[src/rtl/ps2_pkg.sv]
// Shared scan-code-set-2 constants, parser state, key event record and
// the scan-code to ASCII translation used by the keyboard decoder.
package ps2_pkg;

  localparam logic [7:0] SC_EXT    = 8'hE0;
  localparam logic [7:0] SC_BRK    = 8'hF0;
  localparam logic [7:0] SC_LSHIFT = 8'h12;
  localparam logic [7:0] SC_RSHIFT = 8'h59;
  localparam logic [7:0] SC_CTRL   = 8'h14;
  localparam logic [7:0] SC_ALT    = 8'h11;
  localparam logic [7:0] SC_CAPS   = 8'h58;
  localparam logic [7:0] SC_ENTER  = 8'h5A;

  typedef enum logic [1:0] {ST_IDLE, ST_EXT, ST_BRK, ST_EXT_BRK} parse_state_e;

  typedef struct packed {
    logic       brk;
    logic       ext;
    logic [3:0] mods;
    logic [7:0] code;
    logic [7:0] ascii;
  } key_event_t;

  // Keyboard status/ack bytes that carry no key information.
  function automatic logic is_ignored(input logic [7:0] b);
    return b inside {8'hAA, 8'hFA, 8'hEE, 8'hFE, 8'h00, 8'hFF, 8'hE1};
  endfunction

  function automatic logic [7:0] scan_to_ascii(input logic [7:0] code, input logic ext,
                                               input logic shift, input logic ctrl,
                                               input logic caps);
    logic [4:0] letter;
    logic [3:0] digit;
    logic       is_letter;
    logic       is_digit;
    logic [7:0] a;
    is_letter = 1'b1;
    letter    = 5'd0;
    case (code)
      8'h1C: letter = 5'd0;   8'h32: letter = 5'd1;   8'h21: letter = 5'd2;
      8'h23: letter = 5'd3;   8'h24: letter = 5'd4;   8'h2B: letter = 5'd5;
      8'h34: letter = 5'd6;   8'h33: letter = 5'd7;   8'h43: letter = 5'd8;
      8'h3B: letter = 5'd9;   8'h42: letter = 5'd10;  8'h4B: letter = 5'd11;
      8'h3A: letter = 5'd12;  8'h31: letter = 5'd13;  8'h44: letter = 5'd14;
      8'h4D: letter = 5'd15;  8'h15: letter = 5'd16;  8'h2D: letter = 5'd17;
      8'h1B: letter = 5'd18;  8'h2C: letter = 5'd19;  8'h3C: letter = 5'd20;
      8'h2A: letter = 5'd21;  8'h1D: letter = 5'd22;  8'h22: letter = 5'd23;
      8'h35: letter = 5'd24;  8'h1A: letter = 5'd25;
      default: is_letter = 1'b0;
    endcase
    is_digit = 1'b1;
    digit    = 4'd0;
    case (code)
      8'h45: digit = 4'd0;  8'h16: digit = 4'd1;  8'h1E: digit = 4'd2;
      8'h26: digit = 4'd3;  8'h25: digit = 4'd4;  8'h2E: digit = 4'd5;
      8'h36: digit = 4'd6;  8'h3D: digit = 4'd7;  8'h3E: digit = 4'd8;
      8'h46: digit = 4'd9;
      default: is_digit = 1'b0;
    endcase
    a = 8'h00;
    if (ext) begin
      a = (code == SC_ENTER) ? 8'h0D : 8'h00;
    end else if (is_letter) begin
      if (ctrl)               a = {3'b000, letter} + 8'h01;
      else if (shift ^ caps)  a = {3'b000, letter} + 8'h41;
      else                    a = {3'b000, letter} + 8'h61;
    end else if (is_digit) begin
      if (!shift) begin
        a = {4'h3, digit};
      end else begin
        case (digit)
          4'd0: a = 8'h29;  4'd1: a = 8'h21;  4'd2: a = 8'h40;  4'd3: a = 8'h23;
          4'd4: a = 8'h24;  4'd5: a = 8'h25;  4'd6: a = 8'h5E;  4'd7: a = 8'h26;
          4'd8: a = 8'h2A;  4'd9: a = 8'h28;
          default: a = 8'h00;
        endcase
      end
    end else begin
      case (code)
        8'h29: a = 8'h20;
        8'h5A: a = 8'h0D;
        8'h66: a = 8'h08;
        8'h0D: a = 8'h09;
        8'h76: a = 8'h1B;
        default: a = 8'h00;
      endcase
    end
    return a;
  endfunction

endpackage

[src/rtl/sync_fifo.sv]
// Single-clock FIFO; pointers carry an extra wrap bit so full and empty
// are told apart without a separate occupancy counter.
module sync_fifo #(
  parameter int WIDTH = 22,
  parameter int DEPTH = 8
) (
  input  logic             clk,
  input  logic             rst,
  input  logic             wr_en,
  input  logic [WIDTH-1:0] din,
  input  logic             rd_en,
  output logic [WIDTH-1:0] dout,
  output logic             full,
  output logic             empty
);
  localparam int AW = $clog2(DEPTH);

  logic [AW:0]      wr_ptr_q, wr_ptr_d, rd_ptr_q, rd_ptr_d;
  logic [WIDTH-1:0] mem [DEPTH];

  always_comb begin
    wr_ptr_d = wr_en ? wr_ptr_q + {{AW{1'b0}}, 1'b1} : wr_ptr_q;
    rd_ptr_d = rd_en ? rd_ptr_q + {{AW{1'b0}}, 1'b1} : rd_ptr_q;
  end

  always_ff @(posedge clk or posedge rst) begin
    if (rst) begin
      wr_ptr_q <= '0;
      rd_ptr_q <= '0;
    end else begin
      wr_ptr_q <= wr_ptr_d;
      rd_ptr_q <= rd_ptr_d;
    end
  end

  // Writing into the head slot while full is safe: that slot is being popped.
  always_ff @(posedge clk) begin
    if (wr_en) mem[wr_ptr_q[AW-1:0]] <= din;
  end

  assign dout  = mem[rd_ptr_q[AW-1:0]];
  assign empty = (wr_ptr_q == rd_ptr_q);
  assign full  = (wr_ptr_q[AW] != rd_ptr_q[AW]) && (wr_ptr_q[AW-1:0] == rd_ptr_q[AW-1:0]);

endmodule

[src/rtl/ps2_key_decoder.sv]
// PS/2 set-2 key decoder: prefix parsing, modifier tracking, typematic
// suppression, ASCII translation and a buffered valid/ready event queue.
module ps2_key_decoder
  import ps2_pkg::*;
#(
  parameter int FIFO_DEPTH = 8,
  parameter int CNT_W      = 8,
  parameter bit BREAK_EV   = 1'b0
) (
  input  logic             clk,
  input  logic             rst,
  input  logic [7:0]       ps2_data,
  input  logic             ps2_valid,
  input  logic             ev_ready,
  output logic             ev_valid,
  output logic [7:0]       ev_code,
  output logic [7:0]       ev_ascii,
  output logic             ev_ext,
  output logic             ev_break,
  output logic [3:0]       ev_mods,
  output logic             shift_flag,
  output logic             ctrl_flag,
  output logic             alt_flag,
  output logic             caps_lock,
  output logic [CNT_W-1:0] key_cnt,
  output logic             overflow
);
  parse_state_e     state_q, state_d;
  logic             key_seen, key_ext, key_brk;
  logic             lshift_q, lshift_d, rshift_q, rshift_d;
  logic             lctrl_q, lctrl_d, rctrl_q, rctrl_d;
  logic             lalt_q, lalt_d, ralt_q, ralt_d;
  logic             caps_q, caps_d, caps_down_q, caps_down_d;
  logic             held_vld_q, held_vld_d, held_ext_q, held_ext_d;
  logic [7:0]       held_code_q, held_code_d;
  logic [CNT_W-1:0] cnt_q, cnt_d;
  logic             ovf_q, ovf_d;
  key_event_t       last_q, last_d, ev_in, fifo_dout, head;
  logic             ev_gen, is_mod, held_match, push, pop, fifo_full, fifo_empty;
  logic             shift_now, ctrl_now, alt_now;

  assign shift_now = lshift_q | rshift_q;
  assign ctrl_now  = lctrl_q | rctrl_q;
  assign alt_now   = lalt_q | ralt_q;

  always_comb begin
    state_d  = state_q;
    key_seen = 1'b0;
    key_ext  = 1'b0;
    key_brk  = 1'b0;
    if (ps2_valid) begin
      case (state_q)
        ST_IDLE: begin
          if (ps2_data == SC_EXT)       state_d = ST_EXT;
          else if (ps2_data == SC_BRK)  state_d = ST_BRK;
          else if (!is_ignored(ps2_data)) key_seen = 1'b1;
        end
        ST_EXT: begin
          if (ps2_data == SC_BRK) begin
            state_d = ST_EXT_BRK;
          end else begin
            key_seen = 1'b1;
            key_ext  = 1'b1;
            state_d  = ST_IDLE;
          end
        end
        ST_BRK: begin
          key_seen = 1'b1;
          key_brk  = 1'b1;
          state_d  = ST_IDLE;
        end
        ST_EXT_BRK: begin
          key_seen = 1'b1;
          key_ext  = 1'b1;
          key_brk  = 1'b1;
          state_d  = ST_IDLE;
        end
        default: state_d = ST_IDLE;
      endcase
    end
  end

  always_comb begin
    lshift_d    = lshift_q;
    rshift_d    = rshift_q;
    lctrl_d     = lctrl_q;
    rctrl_d     = rctrl_q;
    lalt_d      = lalt_q;
    ralt_d      = ralt_q;
    caps_d      = caps_q;
    caps_down_d = caps_down_q;
    held_vld_d  = held_vld_q;
    held_ext_d  = held_ext_q;
    held_code_d = held_code_q;
    ev_gen      = 1'b0;
    is_mod      = 1'b0;
    held_match  = held_vld_q && (held_ext_q == key_ext) && (held_code_q == ps2_data);
    // Event fields reflect modifier state before this byte takes effect.
    ev_in.brk   = key_brk;
    ev_in.ext   = key_ext;
    ev_in.mods  = {caps_q, alt_now, ctrl_now, shift_now};
    ev_in.code  = ps2_data;
    ev_in.ascii = scan_to_ascii(ps2_data, key_ext, shift_now, ctrl_now, caps_q);
    if (key_seen) begin
      case ({key_ext, ps2_data})
        {1'b0, SC_LSHIFT}: begin is_mod = 1'b1; lshift_d = !key_brk; end
        {1'b0, SC_RSHIFT}: begin is_mod = 1'b1; rshift_d = !key_brk; end
        {1'b0, SC_CTRL}:   begin is_mod = 1'b1; lctrl_d  = !key_brk; end
        {1'b1, SC_CTRL}:   begin is_mod = 1'b1; rctrl_d  = !key_brk; end
        {1'b0, SC_ALT}:    begin is_mod = 1'b1; lalt_d   = !key_brk; end
        {1'b1, SC_ALT}:    begin is_mod = 1'b1; ralt_d   = !key_brk; end
        {1'b1, SC_LSHIFT}: is_mod = 1'b1;
        {1'b0, SC_CAPS}: begin
          is_mod      = 1'b1;
          caps_down_d = !key_brk;
          if (!key_brk && !caps_down_q) caps_d = !caps_q;
        end
        default: is_mod = 1'b0;
      endcase
      if (!is_mod) begin
        if (key_brk) begin
          if (held_match) held_vld_d = 1'b0;
          ev_gen = BREAK_EV;
        end else if (!held_match) begin
          held_vld_d  = 1'b1;
          held_ext_d  = key_ext;
          held_code_d = ps2_data;
          ev_gen      = 1'b1;
        end
      end
    end
  end

  always_comb begin
    pop    = !fifo_empty && ev_ready;
    push   = ev_gen && (!fifo_full || pop);
    ovf_d  = ovf_q | (ev_gen & !push);
    cnt_d  = cnt_q;
    if (push && !key_brk) cnt_d = cnt_q + {{(CNT_W-1){1'b0}}, 1'b1};
    last_d = pop ? fifo_dout : last_q;
  end

  always_ff @(posedge clk or posedge rst) begin
    if (rst) begin
      state_q     <= ST_IDLE;
      lshift_q    <= 1'b0;
      rshift_q    <= 1'b0;
      lctrl_q     <= 1'b0;
      rctrl_q     <= 1'b0;
      lalt_q      <= 1'b0;
      ralt_q      <= 1'b0;
      caps_q      <= 1'b0;
      caps_down_q <= 1'b0;
      held_vld_q  <= 1'b0;
      held_ext_q  <= 1'b0;
      held_code_q <= 8'h00;
      cnt_q       <= '0;
      ovf_q       <= 1'b0;
      last_q      <= '0;
    end else begin
      state_q     <= state_d;
      lshift_q    <= lshift_d;
      rshift_q    <= rshift_d;
      lctrl_q     <= lctrl_d;
      rctrl_q     <= rctrl_d;
      lalt_q      <= lalt_d;
      ralt_q      <= ralt_d;
      caps_q      <= caps_d;
      caps_down_q <= caps_down_d;
      held_vld_q  <= held_vld_d;
      held_ext_q  <= held_ext_d;
      held_code_q <= held_code_d;
      cnt_q       <= cnt_d;
      ovf_q       <= ovf_d;
      last_q      <= last_d;
    end
  end

  sync_fifo #(
    .WIDTH($bits(key_event_t)),
    .DEPTH(FIFO_DEPTH)
  ) u_fifo (
    .clk   (clk),
    .rst   (rst),
    .wr_en (push),
    .din   (ev_in),
    .rd_en (pop),
    .dout  (fifo_dout),
    .full  (fifo_full),
    .empty (fifo_empty)
  );

  // The last popped event stays visible on the payload while the queue is empty.
  assign head       = fifo_empty ? last_q : fifo_dout;
  assign ev_valid   = !fifo_empty;
  assign ev_code    = head.code;
  assign ev_ascii   = head.ascii;
  assign ev_ext     = head.ext;
  assign ev_break   = head.brk;
  assign ev_mods    = head.mods;
  assign shift_flag = shift_now;
  assign ctrl_flag  = ctrl_now;
  assign alt_flag   = alt_now;
  assign caps_lock  = caps_q;
  assign key_cnt    = cnt_q;
  assign overflow   = ovf_q;

endmodule

[config.mk]
export PLATFORM = sky130hd
export DESIGN_NAME = ps2_key_decoder
export DESIGN_NICKNAME = d
export VERILOG_FILES = /design/src/rtl/ps2_pkg.sv /design/src/rtl/sync_fifo.sv /design/src/rtl/ps2_key_decoder.sv
export SDC_FILE = /design/constraint.sdc
export NUM_CORES = 1
export LEC_CHECK = 0
export CORE_ASPECT_RATIO = 1.5
export CORE_MARGIN = 1.5
export CORE_UTILIZATION = 30
export DETAILED_ROUTE_END_ITERATION = 10
export PLACE_DENSITY = 0.5
export SLEW_MARGIN = 20
export SYNTH_ARGS = -nofsm -noshare
export SYNTH_HDL_FRONTEND = slang
export SYNTH_SLANG_ARGS = --single-unit
[constraint.sdc]
create_clock -name clk -period 3.07 [get_ports clk]
set_input_delay 0.307 -clock clk [delete_from_list [all_inputs] [get_ports clk]]
set_output_delay 0.307 -clock clk [all_outputs]
set_load 0.02 [all_outputs]
[Word-level counts from Yosys, hierarchy flattened]
Memories as Yosys holds them, arrays and structs flattened.
Index checks and enable logic that the tools add are counted.
Storage, ports and cells
  register bits: 59
  latch bits: 0
  memory bits (writable): 176
  ROM bits: 112
  logic and storage cells: 176
  memories kept: 2
Operators by class
  add/sub/neg operators: 6
  multipliers: 0
  div/mod/pow operators: 0
  order comparisons: 0
  equality and inequality tests: 68
  shift operators: 0
  mux-type cells: 38
  bitwise operators: 9
  reductions and logical operators: 32
Memory list
  u_fifo.mem: words 8, bits a word 22, rd ports 1, clocked after memory_dff 0, write ports 1, line sync_fifo.sv:19  | logic [WIDTH-1:0] mem [DEPTH];
  (no name shown): words 16, bits a word 7, rd ports 1, clocked after memory_dff 0, write ports 0, line ps2_pkg.sv:71  | case (digit)
Operators with widths (count)
  $eq 8x6->1 const B: 23
  $pmux 5 s25: 1
  $eq 8x7->1 const B: 10
  $eq 8x8->1 const B: 8
  $eq 8x5->1 const B: 7
  $mux 8: 6
  $pmux 4 s9: 1
  $pmux 6 s5: 1
  $eq 9x5->1 const B: 3
  $eq 9x9->1 const B: 3
  $reduce_or 26->1: 1
  $mux 22: 1
  $mux 1: 21
  $eq 9x7->1 const B: 2
  $add 5x7->8 const B: 2
  $reduce_and 2->1: 8
  $reduce_or 10->1: 1
  $add 4x1->4 const B: 2
  $add 8x1->8 const B: 1
  $eq 8x4->1 const B: 1
  $eq 8x8->1: 1
  $logic_not 8->1: 1
  $reduce_and 4->1: 2
  $reduce_or 8->1: 1
  other kinds (26): 45

[Logic depth before layout (Yosys ltp)]
Gate-level depths: netlist of run 1.
  depth in word-level cells: 15
  mapped depth: 13
  gate-level depth less buffers: 9

[Cells and area by module]
Synthesis of run 1 repeated with hierarchy kept, for this count alone.
Unflattened totals
  cell total of the unflattened synthesis: 750
  area total of the unflattened synthesis: 11021.8 sq um
By module, submodules not included
  sync_fifo: instances 1, cells an instance 299, area each 7048.0 sq um
  ps2_key_decoder: instances 1, cells an instance 451, area each 3973.8 sq um

[Worst setup path before layout of run 1]
OpenSTA, ideal clock, no wires.
  path kind: input to register
  start point: input port ps2_data[0]
  end point: memory u_fifo.mem[4][0] (enable)
  library setup time: 381 ps
  arrival: 3013 ps
  data required time: 2689 ps
  slack: -324 ps
  stages: 11
  cell sequence: buf_6 -> or3_4 -> nor4_4 -> nand2b_4 -> buf_6 -> clkinv_8 -> xnor2_2 -> a211o_2 -> nor3b_4 -> buf_6 -> and4bb_1
RTL lines
  from (decl): line ps2_key_decoder.sv:12  | input logic [7:0] ps2_data,
  to (decl): line sync_fifo.sv:19

[Worst setup path in the final report of run 1]
  start point: register u_fifo.rd_ptr_q[0]
  end point: output port ev_code[0]
On the way
  cells in the longest elaborated chain, start to end: 2
RTL lines
  from (decl): line sync_fifo.sv:18  | logic [AW:0] wr_ptr_q, wr_ptr_d, rd_ptr_q, rd_ptr_d;
  from (signal assigned): line sync_fifo.sv:32  | rd_ptr_q <= rd_ptr_d;
  $mem_v2 8x22 / $eq 4x4->1 (equally long branches)
  $mux 22 *: line ps2_key_decoder.sv:194  | assign head = fifo_empty ? last_q : fifo_dout;
  to (decl): line ps2_key_decoder.sv:16  | output logic [7:0] ev_code,
Mark *: on every way between the ends. The rest lies on a longest branch, timed or not.

==> results of run 1 <==
-- kinds of logic after synthesis --
logic type,count (synthesis),share of synthesized area [%]
flops,235,63.55
simple gates,195,10.20
compound gates,116,6.868
mux,84,13.38
buf+inv,59,2.752
xor+xnor,33,2.858
fa+ha+maj,3,0.3529
other cells,1,0.03525
-- metal layers --
metal | global-route usage [%] | vias to the layer above | share of wire [%]
met2 | 28.47 | 118 | 55
met4 | 5.893 | 0 | 3.6
met1 | 17.12 | 3240 | 39
li1 | - | 3065 | -
met5 | 0 | - | 0
met3 | 1.299 | 45 | 2.1
-- timing repair --
| action | CTS | global route |
|---|---|---|
| cloned | 1 | 0 |
| hold endpoints to repair | 0 | 0 |
| resized for setup | 3 | 17 |
| setup endpoints to repair | 6 | 21 |
-- cell type report --
type / count / area [um2]
timing repair buffer: 160 / 1572
clock buffer: 30 / 621.8
fill: 3320 / 21630
sequential: 235 / 6764
multi-input combinational: 439 / 3640
clock inverter: 10 / 128.9
inverter: 9 / 46.29
tap: 473 / 591.8
-- placed cells by master, fill, tap and decap left out, drive strengths merged, types with 5 or more instances in the layout --
master and count:
edfxtp 176, buf 112, dfrtp 59, nand2 49
mux4 44, o21ai 40, nor2 40, clkdlybuf4s50 34
a21oi 33, clkbuf 30, mux2i 26, xnor2 24
nand3 19, mux2 14, dlymetal6s2s 12, nand4 11
nor2b 11, xor2 9, conb 8, inv 8
nand2b 8, nand3b 7, nor3 7, nor3b 6
and3 5, clkinv 5
-- cell usage after synthesis (all sizes together) (7+ instances only) --
master  number
nor2        40
o21ai       40
mux4        44
mux2i       26
mux2        14
a21oi       33
nand2b       8
inv          8
clkbuf      24
buf         26
nand3b       7
xnor2       24
nand3       19
nand2       49
xor2         9
nor2b       11
edfxtp     176
dfrtp       59
nor3         7
nand4       11
-- per-stage QoR --
stage	utilization (%)	area, um2	setup WS (ns)	power (W)	hold WS, ns
final	38.18	13360	0.1226	0.01185	0.2193
after detailed placement	35.79	12530	-0.3205	0.009102	0.4648
after global placement	35.79	12530	-0.3101	0.009066	0.4549
after floorplan	-	10680	-0.1074	0.007157	0.4059
after global routing	38.18	13360	0.001140	0.01252	0.2919
after CTS	38.05	13320	0.004120	0.01205	0.2467
-- registers in the layout, summed over array words and instances, names as in the netlist, 2 cells and up --
name / cells
last_q: 22
held_code_q: 8
u_fifo.mem: 176
u_fifo.rd_ptr_q: 4
u_fifo.wr_ptr_q: 4
key_cnt: 8
state_q: 2
-- report_power, final --
part	switching (W)	internal (W)	total, W	leakage [nW]
clock	0.00117	0.00168	0.00284	0.360
combinational	0.00239	0.00224	0.00463	2.25
sequential	0.000304	0.00407	0.00437	2.36
-- worst max-delay path by stage --
stage                                   from           endpoint  slack, ns  depth (start not counted)
after floorplan                  ps2_data[0]   u_fifo.mem[5][0]      -0.11                         11
after global placement           ps2_data[4]   u_fifo.mem[0][1]      -0.31                         12
after detailed placement         ps2_data[4]  u_fifo.mem[6][20]      -0.32                         11
after CTS                 u_fifo.rd_ptr_q[0]        ev_ascii[6]      0.004                          7
after global routing      u_fifo.rd_ptr_q[0]         ev_code[3]      0.001                          6
final                     u_fifo.rd_ptr_q[0]         ev_code[0]       0.12                          5
==> flow_metrics.py, run 1 <==
metrics = {
    "route": {
        "postRouteAntennaNets": 0,
        "wire_per_inst_um": 19.56,
        "vias": 6468,
        "vias_per_cell": 4.770,
        "dr.pass1.iters": 4,
        "wirelength_um": 26530,
        "drc": 0,
        "first_iter_violations": 389,
    },
    "synthesis": {
        "netlist_area_mm2": 0.01064,
        "synth-seq-cells": 235,
        "netlist_instances": 726,
        "synth_top_area_share_pct": 49.68,
        "synth_area_leader_cell": "edfxtp_1",
        "ys_async_sr_fraction_pct": 25.11,
        "avgSynthCellArea_um2": 14.65,
        "synth-edff-count": 176,
        "ys.flop_type": "edfxtp_1",
        "synth.distinct_cells": 81,
        "yosysWarnings": 0,
        "yosys-top-cells-area": "edfxtp_1 50%, dfrtp_1 14%, mux4_2 9.3%, mux2i_1 2.4%, xnor2_1 1.9%",
        "synth-seq-area-share_pct": 63.55,
    },
    "worst_setup_path": {
        "r2r_cells": 10,
        "endpoint_kind": "primary output",
        "cpLargestDelayFamily": "multiplexers",
        "path_buf_inv": 2,
        "path_class": "flop to primary output",
        "cp.required_ns": 2.76,
        "r2r_slack_ns": 0.20,
        "r2r-end": "u_fifo.mem[3][8]",
        "cp_max_fo": 18,
        "crit_chain": "buf_12 > mux4_2 > mux2i_2 > a21oi_1 > clkdlybuf4s50_1",
        "cp_slowest_stage_delay_ns": 0.54,
        "crit_path_start_kind": "flop",
        "arrival_ns": 2.64,
        "cp_slowest_cell": "mux4_2",
        "r2r-start": "state_q[1]",
    },
    "placement": {
        "io_buffer_count": 47,
        "placedCellCount": 1315,
        "gp_congestion": 0.8625,
        "dp.final_hpwl_um": 18530,
    },
    "timing": {
        "clock.fmax_mhz": 339.3,
        "setup_violations": 0,
        "slew_viol_final": 0,
        "worstMarginPinSlew_ns": 0.6845,
        "slew_headroom_pct": 53.19,
        "finalCritPeriodShare_pct": 96.01,
        "final_hold_viol_count": 0,
        "clock_skew_ns": 0.01780,
        "finalCriticalPeriod_ns": 2.947,
        "fin_setup_tns_ns": 0,
        "rsz0062_at_grt": "false",
    },
    "cells_and_area": {
        "drive_above_1_share_pct": 26.73,
        "layout.cells.non_filler": 1356,
        "nets": 883,
        "diodes": 0,
        "area_growth_syn_to_layout_pct": 25.61,
    },
    "grt": {
        "grt_max_degree": 36,
        "grt_pass1_vias": 6771,
        "gr-total-overflow": 0,
        "grt.total_usage_pct": 14.99,
        "antenna_found_initial": 0,
        "grt_pass1_wl_um": 40940,
    },
    "power": {
        "ir_drop_mv": 0.4435,
        "powerDensity_mw_per_mm2": 886.9,
        "cellLeakagePower_nw": 4.968,
    },
    "flow_run": {
        "maxCapViolations": 0,
    },
    "cts": {
        "cts_setup_buffers": 0,
        "numCtsBuffers": 23,
        "clkTransAtPathRegs_ns": 0.06,
        "h-tree-depth": 1,
        "clock_latency_ns": 0.51,
        "clock_sinks": 235,
        "root_buffer": "clkbuf_16",
        "clockBufferDepth": 3,
        "cts_hold_buffers": 0,
        "cts_tree": "built",
    },
    "floorplan": {
        "die_w_um": 156.8,
        "start_util_pct": 30.40,
        "fp.coreArea_mm2": 0.03500,
        "die_h_um": 233.6,
        "pin_count": 48,
        "die_area_mm2": 0.03663,
        "fp-row-count": 84,
    },
    "run_status": {
        "status": "complete, no violations",
    },
    "worst_hold_path": {
        "hold_class": "input port to async pin",
    },
}
(Power assumes the default switching activity.)
==> run 2, diff against run 1 <==
--- a/config.mk
+++ b/config.mk
@@ -9,7 +9,7 @@
 export CORE_MARGIN = 1.5
 export CORE_UTILIZATION = 30
 export DETAILED_ROUTE_END_ITERATION = 10
-export PLACE_DENSITY = 0.5
+export PLACE_DENSITY = 0.48
 export SLEW_MARGIN = 20
 export SYNTH_ARGS = -nofsm -noshare
 export SYNTH_HDL_FRONTEND = slang
==> constraint.sdc (replaced) <==
create_clock -name clk -period 3.6 [get_ports clk]
set_input_delay 0.36 -clock clk [delete_from_list [all_inputs] [get_ports clk]]
set_output_delay 0.36 -clock clk [all_outputs]
set_load 0.02 [all_outputs]
==> flow_metrics.py, run 2 (synthesis gave the netlist of run 1 again) <==
metrics = {
    "run_status": {
        "status": "complete, no violations",
    },
    "cells_and_area": {
        "final_common_cell": "edfxtp_1",
        "mostFrequentLayoutCells": "176 x edfxtp_1, 57 x dfrtp_1, 49 x nand2_1",
        "area_growth_syn_to_layout_pct": 21.20,
        "diodes": 0,
        "drive_above_1_share_pct": 20.58,
        "design_area_mm2": 0.01289,
        "largest_reg_flops": 176,
        "nets": 828,
    },
    "timing": {
        "finalCritPeriodShare_pct": 91.80,
        "rsz0062_at_grt": "false",
        "finalCriticalPeriod_ns": 3.305,
        "setup_violations": 0,
        "clock.fmax_mhz": 302.6,
        "slew_headroom_pct": 40.68,
        "fin_setup_tns_ns": 0,
        "slew_viol_final": 0,
        "final_hold_viol_count": 0,
        "clock_skew_ns": 0.02108,
        "worstMarginPinSlew_ns": 0.8830,
    },
    "worst_setup_path": {
        "cp_slowest_cell": "dfrtp_4",
        "path_class": "flop to primary output",
        "path_buf_inv": 3,
        "endpoint_kind": "primary output",
        "cp_max_fo": 47,
        "cp_slowest_stage_delay_ns": 0.62,
        "r2r_slack_ns": 0.68,
        "arrival_ns": 2.94,
        "crit_chain": "buf_12 > xnor2_1 > nand4_1 > buf_4 > nor2_1 > a21oi_1 > clkdlybuf4s50_1",
        "crit_path_start_kind": "flop",
        "cpLargestDelayFamily": "buffers and inverters",
        "cp.required_ns": 3.24,
    },
    "grt": {
        "grt.total_usage_pct": 14.36,
        "grt_pass1_vias": 6485,
        "grtUsageMet3_pct": 1.484,
        "use_met2_pct": 27.27,
        "grt_max_degree": 60,
        "use_met1_pct": 16.42,
        "busiest_layer": "met2",
        "grt_pass1_wl_um": 39450,
        "gr-total-overflow": 0,
        "antenna_found_initial": 0,
    },
    "route": {
        "first_iter_violations": 443,
        "dr.pass1.iters": 5,
        "wirelength_um": 25600,
        "postRouteAntennaNets": 0,
        "vias_per_cell": 4.877,
        "vias": 6359,
        "drc": 0,
        "wire_per_inst_um": 19.63,
    },
    "floorplan": {
        "fp-row-count": 84,
        "fp.coreArea_mm2": 0.03500,
        "die_area_mm2": 0.03663,
        "die_h_um": 233.6,
        "die_w_um": 156.8,
        "pin_count": 48,
        "start_util_pct": 30.40,
    },
    "cts": {
        "root_buffer": "clkbuf_16",
        "h-tree-depth": 1,
        "cts_tree": "built",
        "clkTransAtPathRegs_ns": 0.06,
        "clock_sinks": 235,
        "clockBufferDepth": 3,
        "clock_latency_ns": 0.52,
        "numCtsBuffers": 24,
        "cts_hold_buffers": 0,
    },
    "worst_hold_path": {
        "hold_class": "input port to async pin",
    },
    "power": {
        "p_total_w": 0.01003,
        "ir_drop_mv": 0.3942,
        "powerDensity_mw_per_mm2": 778.0,
        "cellLeakagePower_nw": 4.610,
    },
    "placement": {
        "dp.final_hpwl_um": 16900,
        "dpl_cell_area_mm2": 0.01207,
        "io_buffer_count": 47,
        "gp_congestion": 0.8691,
    },
    "flow_run": {
        "maxCapViolations": 0,
    },
}
[run 2: cell types whose count changed in the layout (fill, tap and decap cells not counted), sizes merged]
cell           previous run  this run
bufbuf                    1         0
clkinvlp                  3         0
clkinv                    5         9
inv                       8         9
dlymetal6s2s             12         0
clkbuf                   30        32
buf                     112        57
dlygate4sd2               1         0
clkdlybuf4s50            34        47
[run 2: worst reg2reg max path, stage by stage, from the launching register on]
cell      delay [ns]
dfrtp_1         0.45
or3_4           0.38
nor4_4          0.17
nand2b_4        0.22
clkinv_8        0.05
xnor2_2         0.13
a211o_2         0.36
nor3b_4         0.33
and4b_1         0.30
buf_12          0.21
[run 2: path summary, 6_finish.rpt]
kind | startpoint | to | cells past startpoint
max | u_fifo.rd_ptr_q[0] | ev_code[6] | 7
min in group clk | last_q[15] | last_q[15] | 2
max in group asynchronous | rst | u_fifo.rd_ptr_q[0] | 3
min | rst | key_cnt[7] | 3
max reg2reg | state_q[1] | u_fifo.mem[6][4] | 9
min reg2reg | last_q[15] | last_q[15] | 2
[run 2: timing repair]
action                     in CTS  in global routing
buffers inserted                0                  1
setup endpoints to repair       0                 22
gates resized for setup         0                  0
[run 2: report_power, final]
part	switching (W)	internal (W)
combinational	0.00189	0.00178
clock	0.00101	0.00153
sequential	0.000354	0.00347
[run 2: layout make-up]
type | count | area, um2
well taps | 473 | 591.8
repair buffers | 104 | 1074
flip-flops and latches | 235 | 6766
clock inverters | 12 | 133.9
multi-input cells | 439 | 3611
fillers | 3335 | 22100
clock buffers | 32 | 671.9
inverters | 9 | 46.29
[run 2: stage by stage]
stage	util (%)	instances	hold WS (ns)	worst slack, ns
after floorplan	-	733	0.4415	0.1531
after global placement	34.48	1259	0.4572	0.1554
after detailed placement	34.48	1259	0.4696	0.2193
after CTS	36.79	1303	0.2300	0.01501
after global routing	36.84	1304	0.2530	0.06803
final	36.84	1304	0.2216	0.2951
[run 2: per-layer routing]
layer	part of all wire (%)	vias up
met4	3.2	0
li1	-	2967
met5	0	-
met1	40	3207
met3	2.7	50
met2	54	135
==> run 3, diff against run 2 <==
--- a/config.mk
+++ b/config.mk
@@ -10,6 +10,7 @@
 export CORE_UTILIZATION = 30
 export DETAILED_ROUTE_END_ITERATION = 10
 export PLACE_DENSITY = 0.48
+export SETUP_SLACK_MARGIN = 0.15
 export SLEW_MARGIN = 20
 export SYNTH_ARGS = -nofsm -noshare
 export SYNTH_HDL_FRONTEND = slang
==> flow_metrics.py, run 3 (synthesis gave the netlist of run 1 again) <==
metrics = {
    "cells_and_area": {
        "final_common_cell": "edfxtp_1",
        "largest_reg_flops": 176,
        "multi_input_area_mm2": 0.003611,
        "diodes": 0,
        "mostFrequentLayoutCells": "176 x edfxtp_1, 57 x dfrtp_1, 53 x buf_4",
        "nFillCells": 3335,
        "utilization_pct": 37.12,
        "nets": 839,
        "seqCellArea_mm2": 0.006769,
        "drive_above_1_share_pct": 21.62,
        "area_growth_syn_to_layout_pct": 22.11,
    },
    "route": {
        "dr_wl_met3_um": 657,
        "wirelength_um": 25600,
        "vias": 6357,
        "drc": 0,
        "vias_per_cell": 4.834,
        "met1_length_um": 10220,
        "topRoutingLayerUsed": "met4",
        "wire_per_inst_um": 19.47,
        "postRouteAntennaNets": 0,
        "dr.pass1.iters": 4,
        "routed-wl-met2_um": 13930,
        "first_iter_violations": 412,
    },
    "power": {
        "combPwrFrac_pct": 37.4,
        "p_switching_w": 0.003275,
        "ir_drop_mv": 0.3964,
        "power_frac_seq_pct": 37.5,
        "cellLeakagePower_nw": 4.668,
        "powerDensity_mw_per_mm2": 780.9,
        "p_clk_share_pct": 25.1,
        "intPower_w": 0.006869,
        "netSwitchingFraction_pct": 32.29,
    },
    "cts": {
        "root_buffer": "clkbuf_16",
        "cts_tree": "built",
        "numCtsBuffers": 24,
        "h-tree-depth": 1,
        "clock_sinks": 235,
        "clkTransAtPathRegs_ns": 0.06,
        "cts_hold_buffers": 0,
        "clockBufferDepth": 3,
        "clock_latency_ns": 0.52,
    },
    "grt": {
        "grt.total_usage_pct": 14.41,
        "grt_pass1_vias": 6501,
        "grt_pass1_wl_um": 39580,
        "gr-total-overflow": 0,
        "grt_max_degree": 60,
        "antenna_found_initial": 0,
    },
    "timing": {
        "slew_headroom_pct": 41.30,
        "clock.fmax_mhz": 316.2,
        "clock_skew_ns": 0.01817,
        "finalCriticalPeriod_ns": 3.162,
        "finalCritPeriodShare_pct": 87.84,
        "fin_setup_tns_ns": 0,
        "worstMarginPinSlew_ns": 0.8738,
        "slew_viol_final": 0,
        "final_hold_viol_count": 0,
        "rsz0062_at_grt": "false",
        "setup_violations": 0,
    },
    "worst_setup_path": {
        "cp_slowest_stage_delay_ns": 0.56,
        "endpoint_kind": "primary output",
        "r2r_slack_ns": 0.70,
        "crit_chain": "buf_4 > buf_16 > mux4_2 > mux2i_1 > a21oi_1 > clkdlybuf4s50_1",
        "path_class": "flop to primary output",
        "crit_path_start_kind": "flop",
        "cp.required_ns": 3.24,
        "cp_slowest_cell": "dfrtp_4",
        "r2r_cells": 9,
        "arrival_ns": 2.80,
        "cp_max_fo": 13,
    },
    "floorplan": {
        "die_h_um": 233.6,
        "fp.coreArea_mm2": 0.03500,
        "pin_count": 48,
        "die_w_um": 156.8,
        "start_util_pct": 30.40,
        "fp-row-count": 84,
        "die_area_mm2": 0.03663,
    },
    "flow_run": {
        "maxCapViolations": 0,
    },
    "placement": {
        "gp_congestion": 0.8691,
        "io_buffer_count": 47,
        "dp.final_hpwl_um": 16900,
    },
    "run_status": {
        "status": "complete, no violations",
    },
    "worst_hold_path": {
        "hold_class": "input port to async pin",
    },
}
## run 3: worst max-delay path: cells and delay by family, from the launching register on
| family | cells | cell delay [ns] |
|---|---|---|
| muxes | 2 | 0.73 |
| buffers and inverters | 3 | 0.89 |
| DFF | 1 | 0.56 |
| AOI/OAI and AO/OA | 1 | 0.10 |
## run 3: through the flow
step	hold WS (ns)	instances	instance area, um2	total power [W]	worst slack [ns]
after floorplan	0.4415	733	10670	0.006097	0.1531
after global placement	0.4572	1259	12070	0.007608	0.1554
after detailed placement	0.4696	1259	12070	0.007632	0.2193
after CTS	0.2300	1304	12900	0.01026	0.2066
after global routing	0.2528	1315	12990	0.01075	0.2763
final	0.2274	1315	12990	0.01014	0.4378
## run 3: layout make-up
| type | instances | area share, % |
|---|---|---|
| flip-flops and latches | 235 | 52.10 |
| multi-input cells | 439 | 27.80 |
| repair buffers | 115 | 8.986 |
| clock buffers | 32 | 5.172 |
| well taps | 473 | 4.556 |
| clock inverters | 12 | 1.031 |
| inverters | 9 | 0.3564 |
## run 3: path summary, 6_finish.rpt
path | startpoint | end
setup reg to reg | state_q[1] | u_fifo.mem[6][4]
hold / removal | rst | key_cnt[7]
setup / recovery | u_fifo.rd_ptr_q[0] | ev_code[3]
hold reg to reg | last_q[15] | last_q[15]
min in group clk | last_q[15] | last_q[15]
max in group asynchronous | rst | u_fifo.rd_ptr_q[0]
## run 3: repair_timing
item,4_1_cts,5_1_grt
buffers inserted,1,11
setup endpoints to repair,22,14
resized for setup,0,2
## run 3: routing by layer
| metal | vias to the layer above | GRT usage, % |
|---|---|---|
| met2 | 119 | 27.24 |
| met1 | 3203 | 16.59 |
| met3 | 49 | 1.484 |
| met4 | 0 | 5.208 |
| met5 | - | 0 |
| li1 | 2986 | - |
## run 3: power groups by stage
stage / Clock (W) / Combinational (W) / Sequential [W]
detailed placement: 0 / 0.00370 / 0.00394
CTS: 0.00263 / 0.00379 / 0.00384
finish: 0.00254 / 0.00379 / 0.00381
global route: 0.00272 / 0.00416 / 0.00387
floorplan: 0 / 0.00237 / 0.00373
global placement: 0 / 0.00368 / 0.00392
